===== src/rtl/mult_seq_pkg.sv =====
// Shared types and constants for the radix-16 Booth multiplier sequencer.
package mult_seq_pkg;

  localparam int DEF_DIGITS          = 8;
  localparam int DEF_SHIFT_PER_DIGIT = 4;
  localparam int DEF_SETTLE_CYCLES   = 2;

  localparam logic [1:0] MODE_HOLD = 2'b00;
  localparam logic [1:0] MODE_SHL  = 2'b10;
  localparam logic [1:0] MODE_LOAD = 2'b11;

  typedef enum logic [3:0] {
    ST_IDLE,
    ST_INIT,
    ST_LOADB,
    ST_SHIFTB,
    ST_LOADC,
    ST_SHIFTC,
    ST_SETTLE,
    ST_ACC,
    ST_SHIFTA,
    ST_NEXT,
    ST_DONE
  } seq_state_e;

  // The dwell counter exits on zero, so a dwell of len cycles loads len-1.
  function automatic logic [2:0] dwell_load(input int unsigned len);
    return 3'(len - 1);
  endfunction

endpackage


===== src/rtl/seq_down_counter.sv =====
// 3-bit loadable down-counter with zero flag; times every multi-cycle dwell state.
module seq_down_counter (
  input  logic       clk,
  input  logic       srst,
  input  logic       load,
  input  logic [2:0] load_val,
  input  logic       dec,
  output logic       zero
);

  logic [2:0] count_q;
  logic [2:0] count_d;

  always_comb begin
    count_d = count_q;
    if (load) begin
      count_d = load_val;
    end else if (dec && (count_q != 3'd0)) begin
      count_d = count_q - 3'd1;
    end
  end

  always_ff @(posedge clk) begin
    if (srst) begin
      count_q <= 3'd0;
    end else begin
      count_q <= count_d;
    end
  end

  assign zero = (count_q == 3'd0);

endmodule


===== src/rtl/mult_sequencer.sv =====
// Start/Done controller stepping the Booth multiplier datapath one radix-16 digit at a time.
module mult_sequencer
  import mult_seq_pkg::*;
#(
  parameter int DIGITS          = DEF_DIGITS,
  parameter int SHIFT_PER_DIGIT = DEF_SHIFT_PER_DIGIT,
  parameter int SETTLE_CYCLES   = DEF_SETTLE_CYCLES
) (
  input  logic       CLK,
  input  logic       Reset,
  input  logic       Start,
  input  logic [1:0] Out0,
  input  logic [1:0] Out1,
  output logic [1:0] ModeA,
  output logic [1:0] ModeB,
  output logic [1:0] ModeC,
  output logic       RadixEn,
  output logic       RadixClrN,
  output logic       AccEn,
  output logic       AccClrN,
  output logic       Busy,
  output logic       Done
);

  seq_state_e state_q, state_d;
  logic [2:0] digit_q, digit_d;
  logic [1:0] out1_q, out1_d;

  logic       cnt_load;
  logic [2:0] cnt_val;
  logic       cnt_dec;
  logic       cnt_zero;

  seq_down_counter u_dwell (
    .clk      (CLK),
    .srst     (Reset),
    .load     (cnt_load),
    .load_val (cnt_val),
    .dec      (cnt_dec),
    .zero     (cnt_zero)
  );

  always_comb begin
    state_d   = state_q;
    digit_d   = digit_q;
    out1_d    = out1_q;
    cnt_load  = 1'b0;
    cnt_val   = 3'd0;
    cnt_dec   = 1'b0;
    ModeA     = MODE_HOLD;
    ModeB     = MODE_HOLD;
    ModeC     = MODE_HOLD;
    RadixEn   = 1'b0;
    RadixClrN = 1'b1;
    AccEn     = 1'b0;
    AccClrN   = 1'b1;
    Busy      = (state_q != ST_IDLE);
    Done      = 1'b0;

    case (state_q)
      ST_IDLE: begin
        if (Start) begin
          state_d = ST_INIT;
        end
      end

      ST_INIT: begin
        ModeA     = MODE_LOAD;
        RadixClrN = 1'b0;
        AccClrN   = 1'b0;
        digit_d   = 3'd0;
        state_d   = ST_LOADB;
      end

      // Out0 is captured straight into the dwell counter; Out1 is held for LOADC.
      ST_LOADB: begin
        ModeB  = MODE_LOAD;
        out1_d = Out1;
        if (Out0 != 2'd0) begin
          cnt_load = 1'b1;
          cnt_val  = {1'b0, Out0} - 3'd1;
          state_d  = ST_SHIFTB;
        end else begin
          state_d = ST_LOADC;
        end
      end

      ST_SHIFTB: begin
        ModeB   = MODE_SHL;
        cnt_dec = 1'b1;
        if (cnt_zero) begin
          state_d = ST_LOADC;
        end
      end

      ST_LOADC: begin
        ModeC    = MODE_LOAD;
        cnt_load = 1'b1;
        if (out1_q != 2'd0) begin
          cnt_val = {1'b0, out1_q} - 3'd1;
          state_d = ST_SHIFTC;
        end else begin
          cnt_val = dwell_load(SETTLE_CYCLES);
          state_d = ST_SETTLE;
        end
      end

      ST_SHIFTC: begin
        ModeC   = MODE_SHL;
        cnt_dec = 1'b1;
        if (cnt_zero) begin
          cnt_load = 1'b1;
          cnt_val  = dwell_load(SETTLE_CYCLES);
          state_d  = ST_SETTLE;
        end
      end

      ST_SETTLE: begin
        cnt_dec = 1'b1;
        if (cnt_zero) begin
          state_d = ST_ACC;
        end
      end

      ST_ACC: begin
        AccEn = 1'b1;
        if (digit_q == 3'(DIGITS - 1)) begin
          state_d = ST_DONE;
        end else begin
          cnt_load = 1'b1;
          cnt_val  = dwell_load(SHIFT_PER_DIGIT);
          state_d  = ST_SHIFTA;
        end
      end

      ST_SHIFTA: begin
        ModeA   = MODE_SHL;
        cnt_dec = 1'b1;
        if (cnt_zero) begin
          state_d = ST_NEXT;
        end
      end

      ST_NEXT: begin
        RadixEn = 1'b1;
        digit_d = digit_q + 3'd1;
        state_d = ST_LOADB;
      end

      ST_DONE: begin
        Done    = 1'b1;
        state_d = ST_IDLE;
      end

      default: begin
        state_d = ST_IDLE;
      end
    endcase
  end

  always_ff @(posedge CLK) begin
    if (Reset) begin
      state_q <= ST_IDLE;
      digit_q <= 3'd0;
      out1_q  <= 2'd0;
    end else begin
      state_q <= state_d;
      digit_q <= digit_d;
      out1_q  <= out1_d;
    end
  end

endmodule


===== config.mk =====
export PLATFORM = sky130hd
export DESIGN_NAME = mult_sequencer
export DESIGN_NICKNAME = d
export VERILOG_FILES = /design/src/rtl/mult_seq_pkg.sv /design/src/rtl/seq_down_counter.sv /design/src/rtl/mult_sequencer.sv
export SDC_FILE = /design/constraint.sdc
export NUM_CORES = 1
export LEC_CHECK = 0
export BUFFER_PORTS_ARGS = -buffer_cell sky130_fd_sc_hd__clkbuf_2
export CAP_MARGIN = 20
export CORE_MARGIN = 5
export CORE_UTILIZATION = 47
export CTS_CLUSTER_DIAMETER = 150
export DETAILED_ROUTE_END_ITERATION = 12
export MAX_ROUTING_LAYER = met4
export PLACE_DENSITY = 0.77
export SLEW_MARGIN = 20
export SYNTH_ARGS = -nofsm -noshare
export SYNTH_HDL_FRONTEND = slang
export SYNTH_SLANG_ARGS = --single-unit

===== constraint.sdc =====
create_clock -name CLK -period 1.7 [get_ports CLK]
set_input_delay 0.255 -clock CLK [delete_from_list [all_inputs] [get_ports CLK]]
set_output_delay 0.255 -clock CLK [all_outputs]
set_load 0.02 [all_outputs]

* After elaboration in Yosys (flattened, before gate mapping)
Index checks and enable logic that the tools add are counted.
Widths: inputs -> output; s select.
** Cells by class
- Add/sub/neg operators :: 4
- Equal/unequal tests :: 16
- Multiplexer cells :: 29
- Reduce and logical (&&, ||, !) cells :: 12
** Operators by type and width (number)
- $pmux 4 s9 :: 1
- $mux 4 :: 5
- $eq 4x3->1 const B :: 4
- $mux 3 :: 5
- $eq 4x4->1 const B :: 3
- $pmux 2 s2 :: 3
- $pmux 3 s4 :: 1
- $ne 2x2->1 const B :: 5
- $mux 1 :: 9
- $eq 4x2->1 const B :: 2
- $reduce_bool 2->1 :: 4
- $mux 2 :: 3
- $pmux 3 s2 :: 1
- $sub 2x1->3 const B :: 2
- $reduce_and 5->1 :: 1
- $eq 4x1->1 const B :: 1
- $logic_not 4->1 :: 1
- $pmux 1 s4 :: 1
- $reduce_bool 4->1 :: 1
- $reduce_or 4->1 :: 1
- $add 3x1->3 const B :: 1
- $eq 3x3->1 const B :: 1
- $logic_not 3->1 :: 1
- $reduce_bool 3->1 :: 1
- 3 further kinds :: 3
** Word-level totals
- Register bits :: 12
- Input port bits :: 7
- Logic and storage cells :: 65

* Longest topological paths before layout
Gate-level depths: netlist (run 1).
- Depth after elaboration :: 6
- Depth in mapped cells :: 7

* Cells and area by module
Synthesis (run 1) repeated with hierarchy kept, for this count alone.
** Unflattened totals
- Cell total of the unflattened synthesis :: 121
- Area, all modules :: 913.4 µm²
** Modules (own cells, without submodules)
- mult_sequencer :: instances 1, cells an instance 100, area each 730.7 µm², seq. area each 180.2 µm²
- seq_down_counter :: instances 1, cells an instance 21, area each 182.7 µm², seq. area each 60.1 µm²

* Worst setup path before layout (run 1)
Ideal clock, no wire load.
- Path type :: flip-flop to flip-flop
- Start :: reg state_q[0]
- End :: reg u_dwell.count_q[1]
- Data arrival time :: 1.950 ns
- Path slack :: -0.346 ns
- Stages on the path, launching flop included :: 5
- Path buffers :: 1
- Clock period less this slack :: 2.046 ns
- Path through :: dfxtp_1 -> clkbuf_1 -> nor4b_1 -> a32oi_1 -> a221oi_1
** On the way
- Word-level cells in the longest chain between the ends :: 5
- Elaborated cells on any way between the ends :: 14
- Classes of those cells :: eq/ne (7); mux (4); reduce/logical (3)
** RTL lines
- from (decl) :: line mult_sequencer.sv:25 : seq_state_e state_q, state_d;
- from (signal assigned) :: line mult_sequencer.sv:167 : state_q <= state_d;
- $eq 4x4->1, or another cell as far along :: line mult_sequencer.sv:60 : case (state_q)
- $reduce_or 4->1 (no source line)
- $mux 1 :: line mult_sequencer.sv:60
- $logic_and 1x1->1 :: line seq_down_counter.sv:18 : end else if (dec && (count_q != 3'd0)) begin
- $reduce_bool 2->1 (no source line)
- to (signal assigned) :: line seq_down_counter.sv:27 : count_q <= count_d;
- to (decl) :: line seq_down_counter.sv:11 : logic [2:0] count_q;
Parallel ways exist; a longest one is shown, timed or not.
A chain may end at the register's enable or synchronous reset.

* Final worst setup path (run 1)
- Start :: reg state_q[2]
- End :: out Busy
** On the way
- Word-level cells in the longest chain between the ends :: 1
** RTL lines
- $reduce_bool 4->1 :: line mult_sequencer.sv:57 : Busy = (state_q != ST_IDLE);
- to (decl) :: line mult_sequencer.sv:21 : output logic Busy,
No other way between the ends.

==> summary.md, run 1 <==
| Metric | Value |
|---|---|
| Outcome | `finished clean` |
| Least-Margin Pin Slew | `a little under 0.5 ns` |
| Max incr delay on CP | `around 0.37 ns` |
| PD cells | `a little over 800 mW/mm²` |
| Layout overhead on the synthesized area | `40.7%` |
| Final net count | `between 150 and 200` |
| Vias in the first global route | `922` |
| Sink Count | `12` |
| # IOs | `19` |
| Largest net degree at the start of global routing | `13` |
| Total wire length | `approximately 2.7 mm` |
| Final worst-path setup slack | `0.00439 ns` |
| Port Buffers | `18` |
| Synth warn | `0` |
| CP Cell Sequence | `or2_4 -> or3_4 -> buf_6` |
| Layout cells sized above 1 | `0.458` |
| Reg clk slew, reported paths | `~0.080 ns` |
| Mapped Avg Cell Area | `around 7.7 µm²` |
| Slew Viols, Final | `0` |
| CTS tree | `yes` |
| Peak VDD IR | `slightly below 0.6 mV` |
| Fmax | `590 MHz` |
| CP Max Fanout | `8` |
| Final setup violation count | `0` |
| Worst flop-to-flop path endpoint | `state_q[0]` |
| Routability cong. | `0.999` |
| Antenna viol nets, final | `0` |
| Post-synthesis sequential area ratio | `0.275` |
| Worst reg2reg setup slack | `0.04 ns` |
| Hold path start | `Out1[0]` |
| Die width | `between 50 and 60 µm` |
| RSZ-0062 raised after global routing | `yes` |
| Period utilization | `0.997` |
| Starting density of the core | `0.500` |
| Cts bufs inserted | `3` |
| Minimum clock period | `1.70 ns` |
| Detail Placement HPWL | `between 1.5 and 2 mm` |
| Yosys reg bits | `12` |
| Endpoint type of the worst setup path | `primary output` |
| WP data arrival | `around 1.4 ns` |
| Power Total | `approximately 1000 µW` |
| CTS HTree Levels | `1` |
| Final hold viol count | `0` |
| Clk buf depth | `2` |
| Worst Path Buf+Inv | `1` |
| Worst hold path class | `primary input to flip-flop` |
| Top delay family on crit path | `simple AND/OR/NAND/NOR gates` |
| Pleak | `0.000523 µW` |
| Initial detailed-routing violation count | `48` |
| Rel. slew slack | `0.673` |
| Hold Path Sink | `out1_q[0]` |
| Required time worst endpoint | `roughly 1.4 ns` |
| Cell Count Post-Placement | `160` |
| Startpoint types | `flip-flop` |
| Clk_lat worst skew | `~0.28 ns` |
| Final antenna diode count | `0` |
| GRT overflow | `0` |
| Die height | `~53 µm` |
| Distinct cells, synth | `42` |
| Setup Skew | `~0.00061 ns` |
| WL per Instance | `between 15 and 20 µm` |
| Area of the mapped netlist | `872 µm²` |
| Rows | `15` |
| DRC | `0` |
| Total number of vias | `987` |
| Worst reg2reg path depth | `7` |
| Fin Hold WS | `around 0.20 ns` |
| Max-cap viol count | `0` |
| Setup CP Type | `flip-flop to primary output` |
| Hold path cells | `3` |
| DR pass1 iterations | `4` |
| Drt via density | `just under 6` |
| Core area | `~0.0017 mm²` |
| Die ar. | `0.00282 mm²` |
| Worst path slowest cell | `dfxtp_4` |
| Non-filler cells in the finished layout | `approximately 170` |
| Post-Synthesis Cells | `around 110` |
| Syn nets | `124` |
| CTS Root Cell | `clkbuf_4` |
| Antenna violations before repair | `0` |
| First-pass GRT wire length | `roughly 4 mm` |
| GRT Total Usage | `0.202` |
| Pre-CTS setup slack | `-0.00336 ns` |
| FF-to-FF Start | `state_q[1]` |
state kept, by name, indices dropped and copies added (netlist names):
name / count
state_q: 4
digit_q: 3
out1_q: 2
u_dwell.count_q: 3
layer usage:
layer	wire length, µm	track usage	vias up
met5	0	-	-
met4	31	0.0596	0
met3	229	0.0169	5
met2	1360	0.339	57
met1	1070	0.257	463
li1	-	-	462
worst max path at each step:
stage	slack [ns]	from	depth (start not counted)	endpoint
detailed placement	-0.003	state_q[2]	5	u_dwell.count_q[2]
CTS	-0.006	state_q[2]	3	Busy
finish	0.004	state_q[2]	3	Busy
global route	-0.07	state_q[1]	6	u_dwell.count_q[2]
floorplan	0.02	state_q[1]	6	RadixClrN
global placement	0.09	state_q[2]	5	u_dwell.count_q[2]
stage by stage:
step                instance area (µm²)  setup TNS, ns  utilization
global route                       1230         -0.187        0.703
CTS                                1130       -0.00607        0.647
finish                             1230              0        0.703
detailed placement                 1060       -0.00336        0.608
global placement                   1060              0        0.608
floorplan                           891              0            -
logic make-up (layout without fill, tap and decap cells):
group / count (synthesis) / in the layout / share of synthesized area
XOR/XNOR: 4 / 4 / 0.0402
AND/OR/NAND/NOR: 46 / 46 / 0.274
multiplexers: 3 / 3 / 0.0344
flip-flops: 12 / 12 / 0.275
adder cells (fa/ha/maj): 4 / 4 / 0.0574
buffers and inverters: 18 / 49 / 0.0961
AO/OA/AOI/OAI: 26 / 26 / 0.222
area by class of cell:
cell class              instances  area [µm²]
clock buffers                   4        36.3
fillers                       135         518
inverters                       8        30.0
multi-input cells              83         632
flip-flops and latches         12         250
well taps                      25        31.3
repair buffers                 37         248
tightest hold or removal path: stages:
cell      delay, ns
clkbuf_2       0.08
a21oi_1        0.05
nor2_1         0.07
layout by cell type, fill, tap and decap left out, types with 2 or more instances in the layout:
master,count
a21oi_1,8
a221oi_2,2
a311oi_1,2
a32oi_1,2
buf_4,19
clkbuf_2,16
clkbuf_4,3
clkbuf_8,2
dfxtp_1,8
dfxtp_2,2
dfxtp_4,2
ha_1,4
inv_1,8
mux2i_1,3
nand2_1,11
nand3_1,2
nand4_1,3
nor2_1,8
nor2_4,2
nor3_1,4
o21ai_0,2
or2_4,2
xnor2_1,2
synthesized netlist by cell type:
cell       instances  area, µm²
a21oi_1            8       40.0
a221oi_1           1       8.76
a221oi_2           1       15.0
a2bb2oi_1          1       8.76
a311oi_1           2       17.5
a31o_2             1       8.76
a31oi_1            1       6.26
a32oi_1            2       17.5
and2_4             1       8.76
and3_1             1       6.26
buf_1              1       3.75
buf_2              1       5.00
buf_4              2       15.0
buf_6              1       11.3
clkbuf_1           5       18.8
dfxtp_1           12        240
ha_1               4       50.1
inv_1              8       30.0
mux2i_1            3       30.0
nand2_1           12       45.0
nand2b_1           2       12.5
nand3_1            3       15.0
nand3b_1           1       7.51
nand4_1            3       18.8
nor2_1            10       37.5
nor2b_1            2       12.5
nor3_1             4       20.0
nor3b_1            1       7.51
nor4_1             1       6.26
nor4b_1            1       8.76
o21ai_0            3       15.0
o21ba_2            1       10.0
o21bai_1           1       7.51
o221ai_1           1       8.76
o221ai_2           1       15.0
o22ai_1            1       6.26
o31a_1             1       8.76
or2_2              2       12.5
or3_1              1       6.26
or4b_4             1       13.8
xnor2_1            3       26.3
xor2_1             1       8.76
where the power goes:
group | total (µW) | switching [µW] | internal (µW)
clock | 240 | 109 | 130
sequential | 326 | 24.0 | 302
combinational | 445 | 246 | 199
total | 1010 | 379 | 631
what timing repair did:
item | CTS | global route
hold buffers | 0 | 0
pin swaps | 0 | 5
buffers inserted | 0 | 5
gates resized for setup | 10 | 16
cloned | 0 | 0
setup endpoints to repair | 7 | 10
(Power assumes the default switching activity.)
==> run 2, diff against run 1 <==
- CORE_UTILIZATION: 47 -> 48
- PLACE_DENSITY: 0.77 -> 0.78
- SYNTH_HIERARCHICAL: unset -> 1
==> run 2 against run 1 <==
Compared with the run above:
- the run now ends with negative setup slack left
- design area is 4.8% higher
- combinational power rose by 27%
- via count rose by 2.0%
- synthesized cell count increased by 7.1%
- global-route usage fell by 0.38 points
- critical path type is now flip-flop to flip-flop
==> summary.md, run 2 <==
| Metric | Value |
|---|---|
| Util after Layout | `0.729 (+0.0259)` |
| FILL cells | `130 (-3.7%)` |
| Peak VDD IR | `0.558 mV (-3.1%)` |
| Final hold viol count | `0 (unchanged)` |
| Die ar. | `0.00288 mm² (+2.1%)` |
| Initial detailed-routing violation count | `39 (-19%)` |
| GRT Total Usage | `0.198 (-0.00382)` |
| Worst reg2reg path depth | `9 (+2)` |
| Final net count | `168 (+7.7%)` |
| Hold path cells | `3 (unchanged)` |
| Yosys reg bits | `12 (unchanged)` |
| Outcome | `finished, violations left` |
| CTS HTree Levels | `1 (unchanged)` |
| Port Buffers | `18 (unchanged)` |
| Detail Placement HPWL | `1.71 mm (-4.8%)` |
| Rows | `15 (unchanged)` |
| Fin Hold WS | `0.219 ns (+0.0138 ns)` |
| Max incr delay on CP | `0.42 ns (+0.05 ns)` |
| Final worst-path setup slack | `-0.0372 ns (-0.0416 ns)` |
| Core area | `0.00176 mm² (+1.1%)` |
| First-pass GRT wire length | `4.11 mm (unchanged)` |
| Setup CP Type | `flip-flop to flip-flop` |
| Pleak | `0.000588 µW (+13%)` |
| Number of flops mapped to enable cells by yosys | `0 (unchanged)` |
| Worst hold path class | `primary input to flip-flop` |
| # IOs | `19 (unchanged)` |
| Area of the multi-input gates | `653 µm² (+3.4%)` |
| Antenna violations before repair | `0 (unchanged)` |
| Largest net degree at the start of global routing | `13 (unchanged)` |
| Register Area | `259 µm² (+3.5%)` |
| DRC | `0 (unchanged)` |
| Hold path start | `Out1[0]` |
| Clk_lat worst skew | `0.28 ns (about the same)` |
| Cell taking the most area after synthesis | `dfxtp_1` |
| Post-synth ARST share | `0 (unchanged)` |
| Synth warn | `6 (+6)` |
| Area contributors post-synth | `dfxtp_1 26%, nor2_1 5.8%, ha_1 5.5%, nand2_1 5.3%, mux2i_1 4.4%` |
| Synth Flop Type | `dfxtp_1` |
| Max-cap viol count | `0 (unchanged)` |
| Endpoint type of the worst setup path | `flip-flop` |
| Required time worst endpoint | `1.91 ns (+0.47 ns)` |
| Post-synth top area share | `0.263 (-0.0125)` |
| Antenna viol nets, final | `0 (unchanged)` |
| Cts bufs inserted | `3 (unchanged)` |
| Most flops, register | `state_q` |
| Commonest non-fill, non-tap cell in the layout | `buf_4` |
| Post-synth top cells | `14 x nor2_1, 13 x nand2_1, 12 x dfxtp_1` |
| Slew Viols, Final | `0 (unchanged)` |
| Mapped Avg Cell Area | `7.55 µm² (-2.2%)` |
| PD cells | `887 mW/mm² (+7.8%)` |
| Minimum clock period | `1.74 ns (+0.0416 ns)` |
| Reg clk slew, reported paths | `0.08 ns (about the same)` |
| Distinct cells, synth | `36 (-14%)` |
| DR pass1 iterations | `4 (unchanged)` |
| WL per Instance | `14.7 µm (-7.4%)` |
| Worst path slowest cell | `or3_1` |
| Final antenna diode count | `0 (unchanged)` |
| Layout cells sized above 1 | `0.429 (-0.0288)` |
| Vias in the first global route | `955 (+3.6%)` |
| CTS Root Cell | `clkbuf_4` |
| Hold_buf cts | `0 (unchanged)` |
| WP data arrival | `1.95 ns (+0.51 ns)` |
| Non-filler cells in the finished layout | `181 (+7.1%)` |
| Pre-CTS setup slack | `-0.0243 ns (-0.0210 ns)` |
| Area of the mapped netlist | `913 µm² (+4.7%)` |
| Die width | `53.6 µm (+1.0%)` |
| Top Registers | `state_q: 4 flops, digit_q: 3 flops, u_dwell/count_q: 3 flops` |
| CP Cell Sequence | `inv_2 -> ha_4 -> ha_4 -> inv_2 -> mux2i_1 -> nand3_1 -> nand3_2 -> or3_1 -> a31oi_1` |
| Die height | `53.6 µm (+1.0%)` |
| Cell Count Post-Placement | `172 (+7.5%)` |
| Failing checks | `negative setup slack` |
| RSZ-0062 raised after global routing | `yes` |
| FF-to-FF Start | `u_dwell/count_q[1]` |
| Layout overhead on the synthesized area | `40.8% (about the same)` |
| Sink Count | `12 (unchanged)` |
| Final setup violation count | `2 (+2)` |
| Worst Setup SP | `u_dwell/count_q[1]` |
| Total number of vias | `1007 (+2.0%)` |
| CTS tree | `yes` |
| Drt via density | `5.56 (-4.7%)` |
| Period utilization | `1.02 (+0.0245)` |
| Fmax | `576 MHz (-2.4%)` |
| Startpoint types | `flip-flop` |
| Commonest non-fill, non-tap cells in the layout | `22 x buf_4, 17 x clkbuf_2, 13 x nand2_1` |
| Syn nets | `132 (+6.5%)` |
| Starting density of the core | `0.518 (+0.0181)` |
| Post-synthesis sequential area ratio | `0.263 (-0.0125)` |
| Setup Skew | `0.00243 ns (+0.00182 ns)` |
| Largest register FFs | `4 (unchanged)` |
| Most numerous cell in the Yosys netlist | `nor2_1` |
| GRT overflow | `0 (unchanged)` |
| CP Max Fanout | `4 (-4)` |
| Routability cong. | `0.888 (-11%)` |
| Post-Synthesis Cells | `121 (+7.1%)` |
| Clk buf depth | `2 (unchanged)` |
| Total wire length | `2.67 mm (-0.82%)` |
==> run 2: changes by cell type in the layout (fill, tap and decap cells not counted), moves of 3 or more <==
cell	before	now
a21oi_1	8	4
buf_4	19	22
dfxtp_1	8	5
ha_1	4	1
nand3b_1	1	4
nor2_1	8	11
o21a_1	0	4
==> run 2: timing repair <==
action                                  4_1_cts  5_1_grt
resized for setup                             7       22
setup buffers                                 1        4
pin swaps                                     1        7
endpoints found under the setup margin        9       16
==> run 2: path summary, 6_finish.rpt <==
check | end | slack (ns)
worst max-delay path | u_dwell/count_q[2] | -0.04
worst max register to register | u_dwell/count_q[2] | -0.04
worst min register to register | digit_q[1] | 0.46
worst min-delay path | out1_q[0] | 0.22
==> run 2: where the power goes <==
| part | switching, µW | internal, µW |
|---|---|---|
| Clock | 106 | 130 |
| Combinational | 294 | 273 |
| Sequential | 32.0 | 305 |
| Total | 432 | 709 |
==> run 2: layout make-up <==
cell class / instances / area share
Inverter: 9 / 0.0263
Timing Repair Buffer: 41 / 0.212
Sequential cell: 12 / 0.201
Clock buffer: 4 / 0.0282
Multi-Input combinational cell: 90 / 0.508
Tap cell: 25 / 0.0243
==> run 2: cells by family after synthesis <==
kind of cell | after synthesis | synth area share
fa+ha+maj | 4 | 0.0548
buf+inv | 19 | 0.0959
flops | 12 | 0.263
other cells | 1 | 0.00411
simple gates | 51 | 0.304
xor+xnor | 5 | 0.0480
compound gates | 25 | 0.186
mux | 4 | 0.0438
==> run 2: routing by layer <==
metal	global-route usage	up-vias	wire length (µm)
li1	-	491	-
met1	0.238	475	1130
met2	0.327	30	1370
met3	0.0305	11	106
met4	0.0851	0	60
met5	-	-	0
==> run 2: metrics by stage <==
step	TNS, ns	total power (µW)	instance area (µm²)
floorplan	0	652	925
global placement	-0.00245	798	1130
detailed placement	-0.0432	810	1130
CTS	-0.0116	1060	1190
global route	-0.479	1220	1290
finish	-0.0588	1140	1290
==> run 2: critical path: cells and delay by family, from the launching register on <==
kind	cells	cell delay, ns
compound gates	1	0.16
simple gates	3	0.69
flops	1	0.35
fa+ha+maj	2	0.32
buf+inv	2	0.09
mux	1	0.07
==> run 3, diff against run 2 <==
- ABC_AREA: unset -> 1
- CORE_UTILIZATION: 48 -> 55
- CTS_BUF_LIST: unset -> sky130_fd_sc_hd__clkbuf_8
- PLACE_DENSITY: 0.78 -> 0.85
- clock period: 1.7 -> 2 ns (I/O delays scaled with it)
==> run 3 against run 2 <==
Compared with the run above:
- the run now ends clean
- critical path depth is 2 lower
- synthesized area is 4.0% lower
- combinational power is 62% higher
- non-clock buffer count is 22 lower
- final cell count is 1.7% higher
- first-iteration DRC count is 44% higher
- register-to-register slack better by 0.22 ns
- largest cell class unchanged
- largest power group unchanged
==> summary.md, run 3 <==
| Metric | Value |
|---|---|
| Total number of vias | `972 (-3.5%)` |
| Most numerous cell in the Yosys netlist | `nand2_1` |
| Synth warn | `6 (unchanged)` |
| Pleak | `0.000557 µW (-5.4%)` |
| Total wire length | `2.18 mm (-18%)` |
| Worst reg2reg path depth | `9 (unchanged)` |
| Sink Count | `12 (unchanged)` |
| Initial detailed-routing violation count | `56 (+44%)` |
| Final antenna diode count | `0 (unchanged)` |
| Endpoint type of the worst setup path | `primary output` |
| Setup CP Type | `flip-flop to primary output` |
| FILL cells | `136 (+4.6%)` |
| Antenna violations before repair | `0 (unchanged)` |
| Hold Path Sink | `out1_q[1]` |
| Reg clk slew, reported paths | `0.06 ns (-0.02 ns)` |
| Cts bufs inserted | `3 (unchanged)` |
| Final net count | `180 (+7.1%)` |
| Startpoint types | `flip-flop` |
| Final setup violation count | `0 (-2)` |
| Post-synth top cells | `40 x nand2_1, 20 x inv_1, 20 x nor2_1` |
| PD cells | `1490 mW/mm² (+68%)` |
| Max layer used | `met4` |
| Period utilization | `0.914` |
| Routed wl met3 | `218 µm (+110%)` |
| Rows | `14 (-1)` |
| Wl on met1 | `901 µm (-20%)` |
| Power Total | `1550 µW (+36%)` |
| Mapped Avg Cell Area | `5.93 µm² (-21%)` |
| Commonest non-fill, non-tap cell in the layout | `nand2_1` |
| Largest register FFs | `4 (unchanged)` |
| Commonest non-fill, non-tap cells in the layout | `40 x nand2_1, 20 x inv_1, 19 x nor2_1` |
| Post-synth top area share | `0.274 (+0.0109)` |
| Outcome | `finished clean` |
| Slew Viols, Final | `0 (unchanged)` |
| Detail Placement HPWL | `1.70 mm (-0.55%)` |
| Die width | `49.9 µm (-6.9%)` |
| Clk_lat worst skew | `0.24 ns (-0.04 ns)` |
| Hold_buf cts | `0 (unchanged)` |
| Cell taking the most area after synthesis | `dfxtp_1` |
| WL per Instance | `11.9 µm (-20%)` |
| DR pass1 iterations | `4 (unchanged)` |
| Core area | `0.00151 mm² (-15%)` |
| Yosys reg bits | `12 (unchanged)` |
| Peak VDD IR | `1.01 mV (+81%)` |
| Met2 wire len | `1.03 mm (-25%)` |
| RSZ-0062 raised after global routing | `no` |
| Fmax | `approximately 550 MHz` |
| WP data arrival | `1.53 ns (-0.42 ns)` |
| Most flops, register | `state_q` |
| GRT overflow | `0 (unchanged)` |
| Post-Synthesis Cells | `148 (+22%)` |
| Die ar. | `0.00249 mm² (-13%)` |
| Hold path cells | `3 (unchanged)` |
| Worst hold path class | `primary input to flip-flop` |
| Antenna viol nets, final | `0 (unchanged)` |
| Setup Skew | `0.00577 ns (+0.00334 ns)` |
| Post-CTS sizing | `0 (-7)` |
| Die height | `49.9 µm (-6.9%)` |
| Minimum clock period | `roughly 1.8 ns` |
| Syn nets | `159 (+20%)` |
| Worst reg2reg setup slack | `0.18 ns (+0.22 ns)` |
| Clk buf depth | `2 (unchanged)` |
| Vias in the first global route | `864 (-9.5%)` |
| Post-CTS Setup Inserts | `0 (-1)` |
| First-pass GRT wire length | `3.64 mm (-11%)` |
| GRT Total Usage | `0.192 (-0.00554)` |
| Final hold viol count | `0 (unchanged)` |
| Worst flop-to-flop path endpoint | `u_dwell/count_q[0]` |
| Area contributors post-synth | `dfxtp_1 27%, nand2_1 17%, nand3_1 9.7%, inv_1 8.6%, nor2_1 8.6%` |
| Total Neg Setup Slack | `0 ns (+0.0588 ns)` |
| CTS Root Cell | `clkbuf_8` |
| Max incr delay on CP | `0.43 ns (about the same)` |
| Routability cong. | `0.954 (+7.5%)` |
| Post-synth ARST share | `0 (unchanged)` |
| Drt via density | `5.28 (-5.0%)` |
| CP Max Fanout | `5 (+1)` |
| Top Registers | `state_q: 4 flops, digit_q: 3 flops, u_dwell/count_q: 3 flops` |
| Hold path start | `Out1[1]` |
| CTS HTree Levels | `1 (unchanged)` |
| Port Buffers | `18 (unchanged)` |
| Starting density of the core | `0.582 (+0.0645)` |
| Layout overhead on the synthesized area | `18.7%` |
| CP Cell Sequence | `inv_2 -> nor2_2 -> inv_1 -> nor2_1 -> inv_1 -> nand2_1 -> clkbuf_2` |
| Synth Flop Type | `dfxtp_1` |
| Worst path slowest cell | `dfxtp_1` |
| Worst path most repeated cell | `inv_1` |
| Distinct cells, synth | `22 (-39%)` |
| Post-synthesis sequential area ratio | `0.274 (+0.0109)` |
| Largest net degree at the start of global routing | `11 (-2)` |
| Max-cap viol count | `0 (unchanged)` |
| Area of the mapped netlist | `877 µm² (-4.0%)` |
| Layout cells sized above 1 | `0.238 (-0.191)` |
| DRC | `0 (unchanged)` |
| Required time worst endpoint | `1.70 ns (-0.21 ns)` |
| # IOs | `19 (unchanged)` |
| Number of flops mapped to enable cells by yosys | `0 (unchanged)` |
| FF-to-FF Start | `u_dwell/count_q[0]` |
| CTS tree | `yes` |
## run 3: worst max path at each step
stage | startpoint | depth (start not counted) | end | slack, ns
finish | state_q[0] | 7 | ModeA[1] | 0.17
global route | state_q[0] | 11 | u_dwell/count_q[1] | 0.03
detailed placement | state_q[2] | 11 | u_dwell/count_q[1] | 0.15
CTS | state_q[0] | 7 | ModeA[1] | 0.11
floorplan | state_q[0] | 6 | ModeA[1] | 0.21
global placement | state_q[2] | 11 | u_dwell/count_q[1] | 0.23
## run 3: critical path, delay by kind of cell (launching register included)
family	cells	cell delay (ns)
flops	1	0.43
simple gates	3	0.39
buf+inv	4	0.46
## run 3: cells by family after synthesis
group	Yosys count	share of synthesized area
flip-flops	12	0.274
AO/OA/AOI/OAI	13	0.0828
buffers and inverters	29	0.133
adder cells (fa/ha/maj)	4	0.0571
other	1	0.00428
AND/OR/NAND/NOR	89	0.449
## run 3: through the flow
stage          hold WS (ns)  std cells  setup WS (ns)  utilization  area (µm²)
2_1_floorplan         0.443        148          0.206            -         877
3_3_place_gp          0.451        180          0.229        0.648         976
3_5_place_dp          0.465        180          0.153        0.648         976
4_1_cts               0.280        184          0.106        0.684        1030
5_1_grt               0.302        184         0.0342        0.691        1040
6_report              0.278        184          0.171        0.691        1040
## run 3: layout make-up
cell class,count,area (µm²),share of cell area
Sequential cell,12,243,0.233
Multi-Input combinational cell,107,528,0.507
Inverter,26,97.6,0.0937
Tap cell,16,20.0,0.0192
Clock buffer,4,55.1,0.0529
Timing Repair Buffer,19,97.6,0.0937
## run 3: report_power, final
part           switching [µW]  total [µW]  internal (µW)
sequential               65.7         370            304
combinational             625         916            291
clock                    91.6         266            174
total                     782        1550            770
## run 3: routing by layer
layer	vias up	GRT usage
met4	0	0.0655
met2	45	0.314
li1	499	-
met5	-	-
met3	5	0.0482
met1	423	0.228
